<file path="src/rtl/lfsr_test_sequencer.sv">
// lfsr_test_sequencer
//
// Runs a write-then-read-back memory test. Two external 8-bit LFSRs provide
// the data: the write-pattern LFSR supplies the write data, and the
// check-pattern LFSR supplies the value each read return is compared
// against. Both are loaded with the same seed, so they produce the same
// sequence. Each one advances only when its data is consumed.
//
// State  | meaning
// -------+-----------------------------------------------------------------
// IDLE   | waiting for start; LFSRs disabled, no memory traffic
// LOAD   | one cycle: load the latched seed into both LFSRs
// WRITE  | write gen_data to words 0..last_addr, one word per mem_ack
// READ   | issue reads 0..last_addr and check each return in order
// FINISH | one cycle: done pulse, pass valid
//
// Ports
//   clk, reset_n                   clock, async active-low reset
//   start, seed_in, last_addr      run request and its configuration
//   gen_* / chk_*                  control of, and data from, the two LFSRs
//   mem_wr_req, mem_rd_req,
//   mem_addr, mem_wdata, mem_ack   memory request / handshake
//   mem_rvalid, mem_rdata          in-order read return
//   busy, done, pass,
//   err_count, first_err_addr      status

module lfsr_test_sequencer #(
    parameter int ADDR_W = 8
) (
    input  logic              clk,
    input  logic              reset_n,
    input  logic              start,
    input  logic [7:0]        seed_in,
    input  logic [ADDR_W-1:0] last_addr,
    output logic              gen_enable,
    output logic              gen_pause,
    output logic              gen_load,
    output logic [7:0]        gen_ldata,
    input  logic [7:0]        gen_data,
    output logic              chk_enable,
    output logic              chk_pause,
    output logic              chk_load,
    output logic [7:0]        chk_ldata,
    input  logic [7:0]        chk_data,
    output logic              mem_wr_req,
    output logic              mem_rd_req,
    output logic [ADDR_W-1:0] mem_addr,
    output logic [7:0]        mem_wdata,
    input  logic              mem_ack,
    input  logic              mem_rvalid,
    input  logic [7:0]        mem_rdata,
    output logic              busy,
    output logic              done,
    output logic              pass,
    output logic [7:0]        err_count,
    output logic [ADDR_W-1:0] first_err_addr
);

    typedef enum logic [2:0] {
        S_IDLE,
        S_LOAD,
        S_WRITE,
        S_READ,
        S_FINISH
    } state_t;

    state_t            state_q, state_d;
    logic [7:0]        seed_q, seed_d;
    logic [ADDR_W-1:0] last_q, last_d;
    logic [ADDR_W-1:0] wr_addr_q, wr_addr_d;
    logic [ADDR_W-1:0] rd_addr_q, rd_addr_d;
    logic [ADDR_W-1:0] ret_addr_q, ret_addr_d;
    // Set once the read of last_addr has been accepted. A separate flag is
    // needed because rd_addr wraps to 0 when last_addr is all-ones.
    logic              rd_done_q, rd_done_d;
    logic [7:0]        err_count_q, err_count_d;
    logic [ADDR_W-1:0] first_err_q, first_err_d;
    logic              pass_q, pass_d;

    always_ff @(posedge clk or negedge reset_n) begin
        if (!reset_n) begin
            state_q     <= S_IDLE;
            seed_q      <= 8'd0;
            last_q      <= '0;
            wr_addr_q   <= '0;
            rd_addr_q   <= '0;
            ret_addr_q  <= '0;
            rd_done_q   <= 1'b0;
            err_count_q <= 8'd0;
            first_err_q <= '0;
            pass_q      <= 1'b0;
        end else begin
            state_q     <= state_d;
            seed_q      <= seed_d;
            last_q      <= last_d;
            wr_addr_q   <= wr_addr_d;
            rd_addr_q   <= rd_addr_d;
            ret_addr_q  <= ret_addr_d;
            rd_done_q   <= rd_done_d;
            err_count_q <= err_count_d;
            first_err_q <= first_err_d;
            pass_q      <= pass_d;
        end
    end

    always_comb begin
        state_d     = state_q;
        seed_d      = seed_q;
        last_d      = last_q;
        wr_addr_d   = wr_addr_q;
        rd_addr_d   = rd_addr_q;
        ret_addr_d  = ret_addr_q;
        rd_done_d   = rd_done_q;
        err_count_d = err_count_q;
        first_err_d = first_err_q;
        pass_d      = pass_q;

        gen_enable  = 1'b0;
        gen_pause   = 1'b0;
        gen_load    = 1'b0;
        gen_ldata   = 8'd0;
        chk_enable  = 1'b0;
        chk_pause   = 1'b0;
        chk_load    = 1'b0;
        chk_ldata   = 8'd0;
        mem_wr_req  = 1'b0;
        mem_rd_req  = 1'b0;
        mem_addr    = '0;
        mem_wdata   = 8'd0;
        busy        = 1'b0;
        done        = 1'b0;

        case (state_q)
            S_IDLE: begin
                if (start) begin
                    state_d     = S_LOAD;
                    seed_d      = seed_in;
                    last_d      = last_addr;
                    err_count_d = 8'd0;
                    first_err_d = '0;
                    pass_d      = 1'b0;
                end
            end

            S_LOAD: begin
                busy       = 1'b1;
                gen_enable = 1'b1;
                chk_enable = 1'b1;
                gen_pause  = 1'b1;
                chk_pause  = 1'b1;
                gen_load   = 1'b1;
                chk_load   = 1'b1;
                gen_ldata  = seed_q;
                chk_ldata  = seed_q;
                wr_addr_d  = '0;
                state_d    = S_WRITE;
            end

            S_WRITE: begin
                busy       = 1'b1;
                gen_enable = 1'b1;
                chk_enable = 1'b1;
                // The pattern only advances once the current word is accepted,
                // so a stalled write keeps presenting the same data.
                gen_pause  = !mem_ack;
                chk_pause  = 1'b1;
                mem_wr_req = 1'b1;
                mem_addr   = wr_addr_q;
                mem_wdata  = gen_data;
                if (mem_ack) begin
                    wr_addr_d = wr_addr_q + ADDR_W'(1);
                    if (wr_addr_q == last_q) begin
                        state_d    = S_READ;
                        rd_addr_d  = '0;
                        ret_addr_d = '0;
                        rd_done_d  = 1'b0;
                    end
                end
            end

            S_READ: begin
                busy       = 1'b1;
                gen_enable = 1'b1;
                chk_enable = 1'b1;
                gen_pause  = 1'b1;
                chk_pause  = !mem_rvalid;
                mem_rd_req = !rd_done_q;
                mem_addr   = rd_addr_q;
                if (!rd_done_q && mem_ack) begin
                    rd_addr_d = rd_addr_q + ADDR_W'(1);
                    if (rd_addr_q == last_q) begin
                        rd_done_d = 1'b1;
                    end
                end
                if (mem_rvalid) begin
                    ret_addr_d = ret_addr_q + ADDR_W'(1);
                    if (mem_rdata != chk_data) begin
                        if (err_count_q != 8'hFF) begin
                            err_count_d = err_count_q + 8'd1;
                        end
                        // The count saturates and never returns to zero, so a
                        // zero count identifies the first mismatch of the run.
                        if (err_count_q == 8'd0) begin
                            first_err_d = ret_addr_q;
                        end
                    end
                    if (ret_addr_q == last_q) begin
                        state_d = S_FINISH;
                        pass_d  = (err_count_d == 8'd0);
                    end
                end
            end

            S_FINISH: begin
                busy       = 1'b1;
                done       = 1'b1;
                gen_enable = 1'b1;
                chk_enable = 1'b1;
                gen_pause  = 1'b1;
                chk_pause  = 1'b1;
                state_d    = S_IDLE;
            end

            default: begin
                state_d = S_IDLE;
            end
        endcase
    end

    assign pass           = pass_q;
    assign err_count      = err_count_q;
    assign first_err_addr = first_err_q;

endmodule

</file>
<file path="config.mk">
export PLATFORM = sky130hd
export DESIGN_NAME = lfsr_test_sequencer
export DESIGN_NICKNAME = d
export VERILOG_FILES = /design/src/rtl/lfsr_test_sequencer.sv
export SDC_FILE = /design/constraint.sdc
export NUM_CORES = 1
export LEC_CHECK = 0
export CAP_MARGIN = 25
export CORE_UTILIZATION = 44
export CTS_CLUSTER_SIZE = 8
export DETAILED_ROUTE_END_ITERATION = 8
export PLACE_DENSITY = 0.79
export REMOVE_ABC_BUFFERS = 1
export SLEW_MARGIN = 20
export SYNTH_ARGS = -nofsm -noshare
export SYNTH_HDL_FRONTEND = slang
export SYNTH_SLANG_ARGS = --single-unit
</file>
<file path="constraint.sdc">
create_clock -name clk -period 2.1 [get_ports clk]
set_clock_uncertainty 0.15 [all_clocks]
set_input_delay 0.21 -clock clk [delete_from_list [all_inputs] [get_ports clk]]
set_output_delay 0.21 -clock clk [all_outputs]
set_load 0.01 [all_outputs]
</file>
==> results of run 1 <==
-- metrics by stage --
step                setup slack, ns  util, %
global route                 -0.223     67.2
floorplan                     -1.03        -
finish                       -0.108     67.2
global placement             -0.132     62.3
CTS                         -0.0641     65.2
detailed placement           -0.175     62.3
-- where the power goes --
part / switching (uW) / total, uW / internal (uW)
registers: 376 / 1910 / 1540
clock network: 519 / 1190 / 671
logic: 1530 / 3360 / 1830
-- synthesized netlist by cell type, types with 7 or more instances --
cell / number / share of area [%]
nor2_1: 39 / 4.0
inv_1: 9 / 0.91
dfrtp_1: 61 / 41
nand3_1: 9 / 1.2
mux2i_1: 12 / 3.2
o21ai_0: 12 / 1.6
and2_1: 20 / 3.4
nand4_1: 17 / 2.9
clkbuf_1: 7 / 0.71
a21oi_1: 7 / 0.95
mux2_2: 18 / 5.5
xor2_1: 22 / 5.2
xnor2_1: 26 / 6.2
buf_4: 12 / 2.4
nand2_1: 20 / 2.0
-- cell families after synthesis --
kind of cell	synth area share [%]
buf+inv	5.01
fa+ha+maj	1.69
simple gates	22.0
mux	9.54
compound gates	9.17
xor+xnor	11.4
flops	41.3
-- critical path, stage by stage, from the launching register on --
cell     delay, ns
dfrtp_1       0.42
xnor2_1       0.21
nand4_1       0.29
nor4_2        0.36
o21a_1        0.24
nand4_1       0.13
mux2_2        0.29
-- timing repair --
item	4_1_cts	5_1_grt
setup endpoints to repair	49	28
resized for setup	94	39
setup buffers	8	13
hold buffers	1	0
pin swaps	4	18
hold endpoints to repair	61	0
-- layout make-up --
class	count	area, um2
repair buffers	169	1510
inverters	9	33.8
well taps	105	131
multi-input cells	280	2070
flip-flops and latches	61	1530
fillers	639	2680
clock inverters	7	100
clock buffers	9	124
-- cell usage in the layout, fill, tap and decap left out, types with 5 or more instances in the layout --
cell and instances:
and2_1 16, dfrtp_1 57, xor2_1 22, buf_2 9, buf_4 54, mux2i_1 12
clkbuf_8 9, dlygate4sd2_1 21, buf_6 12, xnor2_1 24, mux2_2 18, inv_1 8
nand3_1 7, nand2b_1 5, o21ai_0 11, nand4_1 17, clkdlybuf4s50_1 61, nand2_1 20
ha_1 5, and3_1 6, a21oi_1 6, a22o_1 6, clkbuf_2 7, nor2_1 37
-- state kept, by name (all words and copies together) (netlist names) --
signal	flops
err_count	8
first_err_addr	8
last_q	8
rd_addr_q	8
ret_addr_q	8
seed_q	8
wr_addr_q	8
state_q	3
pass	1
rd_done_q	1
-- per-layer routing --
metal / share of wire (%) / track usage [%] / wire (um)
met1: 42 / 29.6 / 4140
met2: 49 / 39.5 / 4930
met3: 6.8 / 4.69 / 674
met4: 2.1 / 8.08 / 211
met5: 0 / 0 / 0
-- worst max path at each step --
| stage | cells after the start | to | slack (ns) |
|---|---|---|---|
| floorplan | 5 | rd_addr_q[3]$_DFFE_PN0P_ | -1.03 |
| global placement | 7 | first_err_addr[7]$_DFFE_PN0P_ | -0.13 |
| detailed placement | 7 | first_err_addr[7]$_DFFE_PN0P_ | -0.18 |
| CTS | 5 | gen_ldata[4] | -0.06 |
| global route | 7 | rd_addr_q[3]$_DFFE_PN0P_ | -0.22 |
| finish | 6 | rd_addr_q[3]$_DFFE_PN0P_ | -0.11 |
==> results.sh, run 1 <==
export IMPL_status="complete, but fails checks"
export IMPL_violations="negative setup slack"
export IMPL_fin_crit_sh_pct=105
export IMPL_totalWireLength_mm=9.96
export IMPL_start_kind="flop"
export IMPL_max_slew_margin_rel_pct=70.5
export IMPL_ios=104
export IMPL_wire_per_inst_um=15.6
export IMPL_period_needed_ns=2.21
export IMPL_synth_cells=375
export IMPL_worst_pin_slew_ns=0.440
export IMPL_row_count=33
export IMPL_rrSetupSlack_ns=-0.11
export IMPL_path_clk_slew_ns=0.08
export IMPL_layout_setup_ws_ns=-0.108
export IMPL_clock_latency_ns=0.35
export IMPL_reg2reg_from="last_q[0]$_DFFE_PN0P_"
export IMPL_clockBufferDepth=2
export IMPL_syn_area_um2=3700
export IMPL_finalPower_uw=6470
export IMPL_grt_pass1_wl_mm=15.7
export IMPL_gp_congestion=0.881
export IMPL_dr_total_vias=3381
export IMPL_die_y_um=93.7
export IMPL_drc=0
export IMPL_detailed_place_hpwl_mm=6.92
export IMPL_cts_inserted_buffers=9
export IMPL_yosys_warnings=0
export IMPL_core_um2=8180
export IMPL_port_buffers=103
export IMPL_cts_tree="done"
export IMPL_synth_avg_cell_area_um2=9.86
export IMPL_worstPathArrival_ns=2.29
export IMPL_design_area_um2=5500
export IMPL_syn_to_final_growth_pct=48.6
export IMPL_synth_seq_cells=61
export IMPL_hold_ws_ns=0.251
export IMPL_stdcell_count=640
export IMPL_nets=580
export IMPL_synthArstFlopShare_pct=100
export IMPL_antenna_found_initial=0
export IMPL_critPathMaxFanout=4
export IMPL_grt_usage_pct=23.4
export IMPL_ys_seq_area_share_pct=41.3
export IMPL_grt_max_degree=62
export IMPL_ys_types=57
export IMPL_synthFlopType="dfrtp_1"
export IMPL_cp_required_ns=2.18
export IMPL_drt_iter0_drc=158
export IMPL_ir_worst_vdd_mv=0.588
export IMPL_max_freq_mhz=453
export IMPL_ant_nets=0
export IMPL_drt_pass1_iterations=4
export IMPL_slew_violations=0
export IMPL_reg2reg_to="rd_addr_q[3]$_DFFE_PN0P_"
export IMPL_htreeDepth=3
export IMPL_placed_area_um2=5090
export IMPL_worstSetupPathType="flop to flop"
export IMPL_synth_edf_count=0
export IMPL_hold_class="input pin to async pin"
export IMPL_overflow=0
export IMPL_tns_ns=-0.212
export IMPL_grt_pass1_vias=3232
export IMPL_dieArea_um2=8780
export IMPL_crit_path_start="last_q[0]$_DFFE_PN0P_"
export IMPL_die_w_um=93.7
export IMPL_r2r_cells=6
export IMPL_cts_sinks=61
export IMPL_cp_end_kind="flop"
export IMPL_rsz0062_at_grt="true"
export IMPL_final_hold_violation_count=0
export IMPL_max_cap_viol_count=0
export IMPL_drive_gt1_share_pct=29.2
export IMPL_p_per_area_nw_per_um2=1180
export IMPL_vias_per_cell=5.28
export IMPL_setup_viol=6
export IMPL_initial_core_util_pct=45.2
export IMPL_placed_cells=602
export IMPL_cts_root_buf="clkbuf_8"
export IMPL_n_antenna_cell=0
export IMPL_p_leak_uw=0.00255
Note: power is estimated with default switching activity, not from simulation.
==> run 2: changes to the inputs <==
CORE_UTILIZATION = 49   (was 44)
PLACE_DENSITY = 0.84   (was 0.79)
clock period = 2.6 ns   (was 2.1 ns; I/O delays follow)
==> results.sh, run 2 (same netlist as run 1, synthesis figures left out) <==
export IMPL_max_cap_viol_count=0
export IMPL_totalWireLength_mm=9.16
export IMPL_place_ws_ns=0.199
export IMPL_gp_congestion=0.919
export IMPL_design_area_um2=5120
export IMPL_cts_inserted_buffers=9
export IMPL_ant_nets=0
export IMPL_drc=0
export IMPL_antenna_found_initial=0
export IMPL_grt_max_degree=62
export IMPL_dieArea_um2=7900
export IMPL_period_needed_ns=2.51
export IMPL_initial_core_util_pct=50.7
export IMPL_port_buffers=103
export IMPL_hold_ws_ns=0.351
export IMPL_grt_pass1_vias=3051
export IMPL_cts_tree="done"
export IMPL_cp_end_kind="output port"
export IMPL_rrSetupSlack_ns=0.33
export IMPL_nets=534
export IMPL_die_w_um=88.9
export IMPL_ir_worst_vdd_mv=0.482
export IMPL_slew_violations=0
export IMPL_p_sw_share_pct=36.0
export IMPL_overflow=0
export IMPL_dr_total_vias=3145
export IMPL_core_um2=7290
export IMPL_clockBufferDepth=2
export IMPL_row_count=31
export IMPL_vias_per_cell=5.36
export IMPL_detailed_place_hpwl_mm=6.65
export IMPL_syn_to_final_growth_pct=38.4
export IMPL_cts_root_buf="clkbuf_8"
export IMPL_setup_viol=0
export IMPL_stdcell_count=587
export IMPL_start_kind="flop"
export IMPL_clock_latency_ns=0.34
export IMPL_grt_pass1_wl_mm=14.9
export IMPL_worstPathArrival_ns=2.10
export IMPL_max_freq_mhz=399
export IMPL_status="finished clean"
export IMPL_final_hold_violation_count=0
export IMPL_final_common_cell="clkdlybuf4s50_1"
export IMPL_mostFrequentLayoutCells="clkdlybuf4s50_1, dfrtp_1, nor2_1"
export IMPL_layout_setup_ws_ns=0.0906
export IMPL_placed_area_um2=4810
export IMPL_tns_ns=0
export IMPL_p_per_area_nw_per_um2=956
export IMPL_cp_required_ns=2.19
export IMPL_critPathMaxFanout=11
export IMPL_path_clk_slew_ns=0.07
export IMPL_comb_power_share_pct=44.9
export IMPL_cts_sinks=61
export IMPL_seq_power_share_pct=33.7
export IMPL_max_slew_margin_rel_pct=49.1
export IMPL_worst_pin_slew_ns=0.763
export IMPL_wire_per_inst_um=15.6
export IMPL_hold_class="flop to flop"
export IMPL_drt_iter0_drc=151
export IMPL_die_y_um=88.9
export IMPL_fin_crit_sh_pct=96.5
export IMPL_p_clk_share_pct=21.5
export IMPL_drt_pass1_iterations=5
export IMPL_htreeDepth=3
export IMPL_n_antenna_cell=0
export IMPL_placed_cells=566
export IMPL_worstSetupPathType="flop to output port"
export IMPL_p_leak_uw=0.00224
export IMPL_nFillCells=577
export IMPL_p_sw_uw=1760
export IMPL_grt_usage_pct=25.3
export IMPL_drive_gt1_share_pct=13.9
export IMPL_ios=104
export IMPL_intPower_uw=3130
[run 2: cell count changes in the layout (fill, tap and decap cells not counted), moves of 7 or more]
cell / change
clkbuf_2: -7
clkdlybuf4s50_1: +41
buf_6: -11
buf_2: -8
buf_4: -37
dlygate4sd2_1: -21
[run 2: layout make-up]
cell class	count	area, um2	area share (%)
timing repair buffer	123	1190	23.2
sequential	61	1530	29.8
clock buffer	11	151	2.96
tap	99	124	2.42
multi-input combinational	280	2000	39.0
inverter	9	33.8	0.660
clock inverter	4	95.1	1.86
[run 2: final timing paths]
check,depth (start not counted),startpoint,endpoint
setup / recovery,4,state_q[2]$_DFFE_PN0P_,mem_rd_req
min in group asynchronous,3,reset_n,ret_addr_q[2]$_DFFE_PN0P_
hold / removal,1,seed_q[7]$_DFFE_PN0P_,seed_q[7]$_DFFE_PN0P_
setup reg to reg,6,err_count[3]$_DFFE_PN0P_,first_err_addr[1]$_DFFE_PN0P_
hold reg to reg,1,seed_q[7]$_DFFE_PN0P_,seed_q[7]$_DFFE_PN0P_
max in group asynchronous,3,reset_n,last_q[3]$_DFFE_PN0P_
[run 2: per-layer routing]
layer	GRT usage (%)	wire length (um)	up-vias
met3	7.09	612	13
met4	8.36	117	0
met5	0	0	-
li1	-	-	1516
met1	30.6	3770	1497
met2	43.6	4650	119
[run 2: stage by stage]
step           util (%)  total power (uW)
6_report           70.2              4900
5_1_grt            70.2              5230
4_1_cts            69.4              4880
3_5_place_dp       65.9              3790
3_3_place_gp       65.9              3710
2_1_floorplan         -              2840
[run 2: power groups by stage]
stage	registers, uW	logic (uW)	clock network, uW
final	1650	2200	1050
after global routing	1690	2420	1120
after CTS	1630	2170	1070
after detailed placement	1650	2150	0
after global placement	1630	2070	0
after floorplan	1600	1240	0
[run 2: worst max-delay path: stages, from the launching register on]
cell and delay [ns]:
dfrtp_1 0.52, and2b_2 0.35, nand2_1 0.16, nor2_1 0.17
clkdlybuf4s50_1 0.55
[run 2: timing repair]
action | CTS | global route
hold endpoints to repair | 61 | 0
hold buffers | 1 | 0
resized for setup | 0 | 5
buffers inserted | 0 | 5
setup endpoints to repair | 0 | 25
==> run 3: changes to the inputs <==
ABC_AREA = 0   (was not set)
==> results of run 3 <==
The final DEF is identical to that of run 2; final timing and power are the same.
